`src/rtl/cam_pixel_capture.sv`:
```
// Camera byte-bus front end: assembles RGB444 byte pairs into 12-bit pixels
// with row/col coordinates, frame markers and a per-frame malformed-line flag.
module cam_pixel_capture #(
  parameter int IMG_WIDTH  = 320,
  parameter int IMG_HEIGHT = 240,
  parameter int COORD_W    = 19
) (
  input  logic               clk,
  input  logic               reset,
  input  logic               cam_vsync_i,
  input  logic               cam_href_i,
  input  logic [7:0]         cam_data_i,
  output logic [11:0]        pix_data_o,
  output logic               pix_valid_o,
  output logic [COORD_W-1:0] row_o,
  output logic [COORD_W-1:0] col_o,
  output logic               frame_start_o,
  output logic               frame_done_o,
  output logic               line_err_o
);

  typedef enum logic [2:0] {
    WAIT_VSYNC,
    VBLANK,
    WAIT_LINE,
    ACTIVE,
    HBLANK
  } state_t;

  localparam logic [COORD_W-1:0] MAX_COL  = COORD_W'(IMG_WIDTH);
  localparam logic [COORD_W-1:0] MAX_ROW  = COORD_W'(IMG_HEIGHT);
  localparam logic [COORD_W-1:0] LAST_COL = COORD_W'(IMG_WIDTH - 1);
  localparam logic [COORD_W-1:0] LAST_ROW = COORD_W'(IMG_HEIGHT - 1);

  state_t             state_q, state_d;
  logic               phase_q, phase_d;
  logic [3:0]         red_q, red_d;
  logic [COORD_W-1:0] row_q, row_d;
  logic [COORD_W-1:0] col_q, col_d;
  logic [11:0]        pix_data_q, pix_data_d;
  logic [COORD_W-1:0] pix_row_q, pix_row_d;
  logic [COORD_W-1:0] pix_col_q, pix_col_d;
  logic               pix_valid_q, pix_valid_d;
  logic               frame_start_q, frame_start_d;
  logic               frame_done_q, frame_done_d;
  logic               line_err_q, line_err_d;
  logic               abort;

  // vsync seen while a frame is in progress; takes priority over any line event
  assign abort = cam_vsync_i &&
                 (state_q == WAIT_LINE || state_q == ACTIVE || state_q == HBLANK);

  always_comb begin
    state_d       = state_q;
    phase_d       = phase_q;
    red_d         = red_q;
    row_d         = row_q;
    col_d         = col_q;
    pix_data_d    = pix_data_q;
    pix_row_d     = pix_row_q;
    pix_col_d     = pix_col_q;
    pix_valid_d   = 1'b0;
    frame_start_d = 1'b0;
    frame_done_d  = 1'b0;
    line_err_d    = line_err_q;

    if (abort) begin
      state_d = VBLANK;
      phase_d = 1'b0;
      if (row_q < MAX_ROW) line_err_d = 1'b1;
    end else begin
      unique case (state_q)
        WAIT_VSYNC: begin
          if (cam_vsync_i) state_d = VBLANK;
        end
        VBLANK: begin
          if (!cam_vsync_i) begin
            frame_start_d = 1'b1;
            line_err_d    = 1'b0;
            row_d         = '0;
            col_d         = '0;
            phase_d       = 1'b0;
            state_d       = WAIT_LINE;
          end
        end
        WAIT_LINE: begin
          if (cam_href_i) begin
            state_d = ACTIVE;
            red_d   = cam_data_i[3:0];
            phase_d = 1'b1;
            col_d   = '0;
          end
        end
        ACTIVE: begin
          if (!cam_href_i) begin
            // short line or a dangling odd byte both mark the frame as malformed
            state_d = HBLANK;
            if (phase_q || col_q < MAX_COL) line_err_d = 1'b1;
          end else if (!phase_q) begin
            red_d   = cam_data_i[3:0];
            phase_d = 1'b1;
          end else begin
            phase_d = 1'b0;
            if (col_q < MAX_COL) begin
              pix_valid_d  = 1'b1;
              pix_data_d   = {red_q, cam_data_i};
              pix_row_d    = row_q;
              pix_col_d    = col_q;
              frame_done_d = (row_q == LAST_ROW) && (col_q == LAST_COL);
              col_d        = col_q + COORD_W'(1);
            end else begin
              line_err_d = 1'b1;
            end
          end
        end
        HBLANK: begin
          if (row_q < MAX_ROW) row_d = row_q + COORD_W'(1);
          col_d   = '0;
          phase_d = 1'b0;
          state_d = (row_q == LAST_ROW) ? WAIT_VSYNC : WAIT_LINE;
        end
        default: state_d = WAIT_VSYNC;
      endcase
    end
  end

  always_ff @(posedge clk) begin
    if (reset) begin
      state_q       <= WAIT_VSYNC;
      phase_q       <= 1'b0;
      red_q         <= '0;
      row_q         <= '0;
      col_q         <= '0;
      pix_data_q    <= '0;
      pix_row_q     <= '0;
      pix_col_q     <= '0;
      pix_valid_q   <= 1'b0;
      frame_start_q <= 1'b0;
      frame_done_q  <= 1'b0;
      line_err_q    <= 1'b0;
    end else begin
      state_q       <= state_d;
      phase_q       <= phase_d;
      red_q         <= red_d;
      row_q         <= row_d;
      col_q         <= col_d;
      pix_data_q    <= pix_data_d;
      pix_row_q     <= pix_row_d;
      pix_col_q     <= pix_col_d;
      pix_valid_q   <= pix_valid_d;
      frame_start_q <= frame_start_d;
      frame_done_q  <= frame_done_d;
      line_err_q    <= line_err_d;
    end
  end

  assign pix_data_o    = pix_data_q;
  assign pix_valid_o   = pix_valid_q;
  assign row_o         = pix_row_q;
  assign col_o         = pix_col_q;
  assign frame_start_o = frame_start_q;
  assign frame_done_o  = frame_done_q;
  assign line_err_o    = line_err_q;

endmodule

```
`config.mk`:
```
export PLATFORM = sky130hd
export DESIGN_NAME = cam_pixel_capture
export DESIGN_NICKNAME = d
export VERILOG_FILES = /design/src/rtl/cam_pixel_capture.sv
export SDC_FILE = /design/constraint.sdc
export NUM_CORES = 1
export LEC_CHECK = 0
export CAP_MARGIN = 15
export CORE_ASPECT_RATIO = 1.1
export CORE_MARGIN = 2
export CORE_UTILIZATION = 40
export CTS_CLUSTER_DIAMETER = 120
export CTS_CLUSTER_SIZE = 16
export DETAILED_ROUTE_END_ITERATION = 8
export GPL_TIMING_DRIVEN = 0
export SYNTH_ARGS = -nofsm -noshare
export SYNTH_HDL_FRONTEND = slang
export SYNTH_SLANG_ARGS = --single-unit
export TNS_END_PERCENT = 1
```
`constraint.sdc`:
```
create_clock -name clk -period 2.2 [get_ports clk]
set_clock_uncertainty 0.15 [all_clocks]
set_input_delay 0.33 -clock clk [delete_from_list [all_inputs] [get_ports clk]]
set_output_delay 0.33 -clock clk [all_outputs]
set_load 0.01 [all_outputs]
```
==> impl_results.md, run 1 <==
* Sequential element share of the synthesized area at 53.5%
* Hold path start: row_o[4]
* Most area-hungry cell type in the Yosys netlist: dfxtp_1
* Synth top area share at 53.5%
* R2r startpoint: col_q[16]
* CP Launch Type: flip-flop
* Initial DRT Pass Iterations at 4
* IO Pins at 66
* Compound-gate portion of the synthesized area at between 10 and 15%
* Largest net degree at the start of global routing at 16
* Initial antenna violation count at 0
* Setup Viol. Count Final at 0
* GP Congestion at between 0.8 and 0.9
* Multi-input combinational cell area at 1670 um2
* Final Slew Violations at 0
* Drt drc at 0
* Mean post-synth cell area at about 8.9 um2
* Max Cap Violations at 0
* I/O Buffers at 64
* Outcome: complete, no violations
* Hold worst-path end: row_o[4]
* Slew HR at 59.5%
* Root buffer cell: clkbuf_8
* N_diodes at 0
* Slowest cell delay on critical path at between 0.6 and 0.7 ns
* Final #Nets at approximately 510
* Final cell count without fillers at about 620
* Critical Path RT at 2.29 ns
* Slowest stage cell, crit path: a311oi_2
* Cell Chain, Critical Path: nor4_4, nand4_4, a311oi_2, mux2i_1, nor2_1
* Drt wl/cell at 13.4 um
* Post-synthesis xor/xnor area fraction at about 1.4%
* Worst R2R Setup Slack at between 0.1 and 0.15 ns
* Crit path max-delay family: compound AO/OA/AOI/OAI gates
* Post-Place Setup Slack at -0.565 ns
* Top post-synthesis cells by area: dfxtp_1, nand2_1, a21oi_1
* Post-DRT Antenna Nets at 0
* Worst IR drop on VDD at 0.404 mV
* Yosys warnings at 0
* Vias per std cell at between 4 and 5
* Synthesized netlist cell count at 420
* Latest clock arrival within the worst-skew pair at ~0.36 ns
* Filler cell count in the final layout at approximately 890
* Worst r2r dst: col_q[0]
* Share of layout cells above drive strength 1 at 11.2%
* Largest family of logic cells by synthesized area: simple AND/OR/NAND/NOR gates
* Core box area at 9210 um2
* Register-to-Register Path Depth at 5
* Reg area at about 2000 um2
* Yosys reg bits at 100
* Num CTS Buffers at 9
* CTS tree: done
* Post-synth net total at between 400 and 500
* Total grt overflow at 0
* Adder-cell share of the synthesized area at less than 1%
* CP bufs+invs at 0
* Most frequent cells in the layout: dfxtp_1, nand2_1, clkdlybuf4s50_1, a21oi_1, and2_1
* Top_reg_cell synth: dfxtp_1
* Multiplexer share of the synthesized area at under 10%
* Initial Util at 40.6%
* FP Rows at 37
* Library cells used by synthesis at 49
* Period utilization at 94.9%
* Height of the die at 105 um
* DIE AREA at between 10,000 and 15,000 um2
* Crit path arrival time at ~2.2 ns
* Ys async rst share at 0%
* Power Total at around 3.0 mW
* Kind of critical path: reg -> reg
* Most common cell after layout, fill and taps aside: dfxtp_1
* Clock transition at path regs at about 0.090 ns
* Initial drt markers at between 100 and 150
* Worst setup margin at 0.111 ns
* Slew @ Worst Pin at about 0.61 ns
* Worst Path Max Fanout at 7
* Htree depth at 3
* EDFF count, synth at 0
* Mapped cell area at ~3700 um2
* Maximum clock rate at between 400 and 500 MHz
* Total Wirelength at 8290 um
* Area growth from synthesis to layout at 28.6%
* Clock Tree Buf Depth at 2
* Crit path time final at roughly 2.1 ns
* Final hold vios at 0
* Global-route wire length before repair at around 14,000 um
* Vias in the first global route at between 2,000 and 3,000
* Pwr dens at roughly 630 nW/um2
* Total GRT Usage at 17.1%
* Clock sinks at 100
* Critical Path End Type: flip-flop
* Static Leak at between 1.5 and 2 nW
* DP HPWL at about 5900 um
* RSZ-0062 raised after global routing: yes
* Vias at ~3,100
* Hold depth at 2
* Area share of and/or/nand/nor cells after synthesis at a little over a quarter
* Hold WC Path Type: reg -> reg
* Die Span X at slightly below 100 um
* Placed insts at about 600
-- kinds of logic after synthesis --
family	after synthesis
mux	7
compound gates	71
simple gates	203
buf+inv	31
flops	100
xor+xnor	6
fa+ha+maj	2
-- through the flow --
stage	utilization (%)	setup TNS (ns)	cell area (um2)	hold WS (ns)
floorplan	-	0	3740	0.257
global placement	49.2	-22.67	4530	0.288
CTS	51.3	-0.000162	4730	0.308
detailed placement	49.2	-24.60	4530	0.293
finish	52.2	0	4810	0.307
global route	52.2	-0.0375	4810	0.329
-- how the worst max path moves through the flow --
stage	start	end	slack, ns	depth (start not counted)
after floorplan	col_q[9]	col_q[5]	0.21	6
after detailed placement	cam_vsync_i	col_q[5]	-0.57	8
after CTS	state_q[1]	col_q[4]	-0.0002	7
after global placement	cam_vsync_i	col_q[5]	-0.56	8
final	col_q[16]	col_q[0]	0.11	5
after global routing	col_q[16]	col_q[3]	-0.02	6
-- routing by layer --
metal	wire length, um	vias up	global-route usage [%]
met1	4020	1423	23.0
li1	-	1570	-
met3	274	14	3.72
met5	0	-	0
met4	174	0	8.16
met2	3830	45	25.9
-- tightest hold or removal path: stages (launching register included) --
cell and delay, ns:
dfxtp_1 0.32, nand2_1 0.05, a21oi_1 0.05
-- timing repair --
action | in CTS | in global routing
setup buffers | 0 | 3
endpoints found under the setup margin | 68 | 66
gates resized for setup | 9 | 24
hold endpoints to repair | 0 | 0
hold buffers | 0 | 0
pin swaps | 1 | 6
-- where the power goes --
| part | leakage (nW) | internal [mW] | switching (mW) |
|---|---|---|---|
| registers | 0.807 | 1.82 | 0.00867 |
| clock network | 0.0824 | 0.439 | 0.592 |
| logic | 0.822 | 0.0733 | 0.104 |
| total | 1.71 | 2.33 | 0.705 |
-- cells in the mapped netlist, types with 2 or more instances --
master,instances
nand2_1,95
nor4_1,6
and2_1,30
xnor2_1,6
nor2_1,24
nor4_4,2
dfxtp_1,100
buf_2,5
mux2i_1,5
nand3_1,8
ha_1,2
a21oi_1,47
nor3_1,7
a211oi_1,2
nand4b_1,4
buf_4,2
inv_1,6
o211ai_1,2
o21ai_0,5
clkbuf_1,16
o311ai_0,3
nand4_1,7
nand2b_1,3
mux2_2,2
nor3b_1,2
nor2b_1,5
a31oi_1,2
-- state kept, by name, summed over array words and instances, names as in the netlist --
register and flops:
row_o 19, phase_q 1, row_q 19, state_q 3, col_o 19, pix_data_o 12
frame_start_o 1, frame_done_o 1, red_q 4, line_err_o 1, pix_valid_o 1, col_q 19
-- area by class of cell --
cell class | instances | area share [%]
repair buffers | 67 | 13.8
clock inverters | 4 | 0.520
flip-flops and latches | 100 | 41.7
multi-input cells | 289 | 34.7
plain buffers | 24 | 2.78
clock buffers | 12 | 3.02
inverters | 6 | 0.468
well taps | 117 | 3.04
Note: power is estimated with default switching activity, not from simulation.
==> run 2, diff against run 1 <==
- REMOVE_ABC_BUFFERS: unset -> 1
==> impl_results.md, run 2 (synthesis gave the netlist of run 1 again) <==
* Outcome: complete, no violations
* Clock sinks at 100 (unchanged)
* Final Cell Area at 4750 um2 (-1.2%)
* I/O Buffers at 65 (+1.6%)
* Vias per std cell at 4.99 (+1.2%)
* GP Congestion at 0.813 (-2.7%)
* Multi-input combinational cell area at 1680 um2 (+0.67%)
* Root buffer cell: clkbuf_8
* Crit path max-delay family: compound AO/OA/AOI/OAI gates
* Slew @ Worst Pin at 0.585 ns (-0.0223 ns)
* Initial drt markers at 118 (-6.3%)
* WL met2 at 3790 um (-0.89%)
* Hold-fix buffers at CTS at 0 (unchanged)
* Post-Place Setup Slack at -0.953 ns (-0.388 ns)
* Kind of critical path: reg -> reg
* Die Span X at 96.2 um (unchanged)
* FP Rows at 37 (unchanged)
* Worst Path Max Fanout at 10 (+3)
* Vias at 2,995 (-1.9%)
* Placed insts at 579 (-3.7%)
* Total Wirelength at 8110 um (-2.2%)
* Wl on met1 at 3900 um (-2.9%)
* Drt drc at 0 (unchanged)
* Final cell count without fillers at 600 (-3.1%)
* Share of layout cells above drive strength 1 at 9.94% (-1.2 points)
* Met3 wire len at 312 um (+14%)
* Setup Viol. Count Final at 0 (unchanged)
* Most common cell after layout, fill and taps aside: dfxtp_1
* Height of the die at 105 um (unchanged)
* DIE AREA at 10,100 um2 (unchanged)
* Area growth from synthesis to layout at 26.9%
* CP Launch Type: flip-flop
* Worst R2R Setup Slack at 0.04 ns (-0.07 ns)
* Crit path arrival time at 2.25 ns (+0.07 ns)
* Clock Tree Buf Depth at 2 (unchanged)
* Vias in the first global route at 2,816 (-1.9%)
* Core box area at 9210 um2 (unchanged)
* Worst setup margin at 0.0382 ns (-0.0730 ns)
* Initial antenna violation count at 0 (unchanged)
* Latest clock arrival within the worst-skew pair at 0.37 ns (about the same)
* Final hold vios at 0 (unchanged)
* Filler cell count in the final layout at 891 (+0.45%)
* Crit path time final at 2.16 ns (+0.0730 ns)
* Largest net degree at the start of global routing at 52 (+36)
* DP HPWL at 5010 um (-15%)
* Pwr dens at 651 nW/um2 (+3.1%)
* Total grt overflow at 0 (unchanged)
* Max Cap Violations at 0 (unchanged)
* N_diodes at 0 (unchanged)
* Max Used Layer: met4
* Initial Util at 40.6% (unchanged)
* Num CTS Buffers at 9 (unchanged)
* CTS tree: done
* Htree depth at 3 (unchanged)
* Critical Path RT at 2.28 ns (about the same)
* Slew HR at 61.0% (+1.5 points)
* Most frequent cells in the layout: dfxtp_1, nand2_1, clkdlybuf4s50_1, a21oi_1, and2_1
* Period utilization at 98.3% (+3.3 points)
* Slowest cell delay on critical path at 0.50 ns (-0.13 ns)
* Post-DRT Antenna Nets at 0 (unchanged)
* Final #Nets at 492 (-3.7%)
* Power Total at 3.09 mW (+1.8%)
* Initial DRT Pass Iterations at 4 (unchanged)
* Cell area after placement at 4450 um2 (-1.7%)
* Hold WC Path Type: in -> reg
* Reg area at 2010 um2 (+0.19%)
* Global-route wire length before repair at 13,500 um (-0.66%)
* CP bufs+invs at 0 (unchanged)
* Cell Chain, Critical Path: nor4_4, nand4_4, a311o_2, o311ai_0, o41ai_1
* Clock transition at path regs at 0.11 ns (+0.02 ns)
* Final Slew Violations at 0 (unchanged)
* Critical Path End Type: flip-flop
* Total GRT Usage at 16.8% (-0.35 points)
* IO Pins at 66 (unchanged)
* RSZ-0062 raised after global routing: yes
* Slowest stage cell, crit path: a311o_2
* Maximum clock rate at 463 MHz (-3.4%)
* Static Leak at 1.68 nW (-2.1%)
* Drt wl/cell at 13.5 um (+0.88%)
* Worst IR drop on VDD at 0.377 mV (-6.5%)
## run 2: cell type report
class                           count  share of cell area (%)
Clock buffer                        9                    2.61
Sequential cell                   100                    42.3
Inverter                            6                   0.474
Multi-Input combinational cell    290                    35.4
Tap cell                          117                    3.08
Timing Repair Buffer               71                    15.0
Clock inverter                      7                    1.21
## run 2: where the power goes
group | switching (mW) | internal (mW)
clock network | 0.673 | 0.427
registers | 0.0183 | 1.82
logic | 0.0887 | 0.0651
total | 0.780 | 2.31
## run 2: final timing paths
check / start / endpoint / cells past startpoint
max: col_q[9] / col_q[5] / 5
min reg2reg: col_o[5] / col_o[5] / 2
min: reset / pix_data_o[7] / 2
max reg2reg: col_q[9] / col_q[5] / 5
## run 2: through the flow
stage | utilization, % | setup TNS, ns | hold slack, ns
3_3_place_gp | 48.0 | -117.16 | 0.285
2_1_floorplan | - | 0 | 0.249
4_1_cts | 51.0 | 0 | 0.00307
5_1_grt | 51.6 | -0.516 | 0.0204
6_report | 51.6 | 0 | 0.0163
3_5_place_dp | 48.3 | -45.77 | 0.295
## run 2: metal layers
metal | vias up | track usage [%]
met5 | - | 0
met4 | 0 | 5.20
met3 | 10 | 3.57
met2 | 52 | 26.5
met1 | 1394 | 22.7
li1 | 1539 | -
## run 2: what timing repair did
item,4_1_cts,5_1_grt
setup buffers,2,2
pin swaps,2,3
endpoints found under the setup margin,70,64
cloned,1,0
resized for setup,14,9
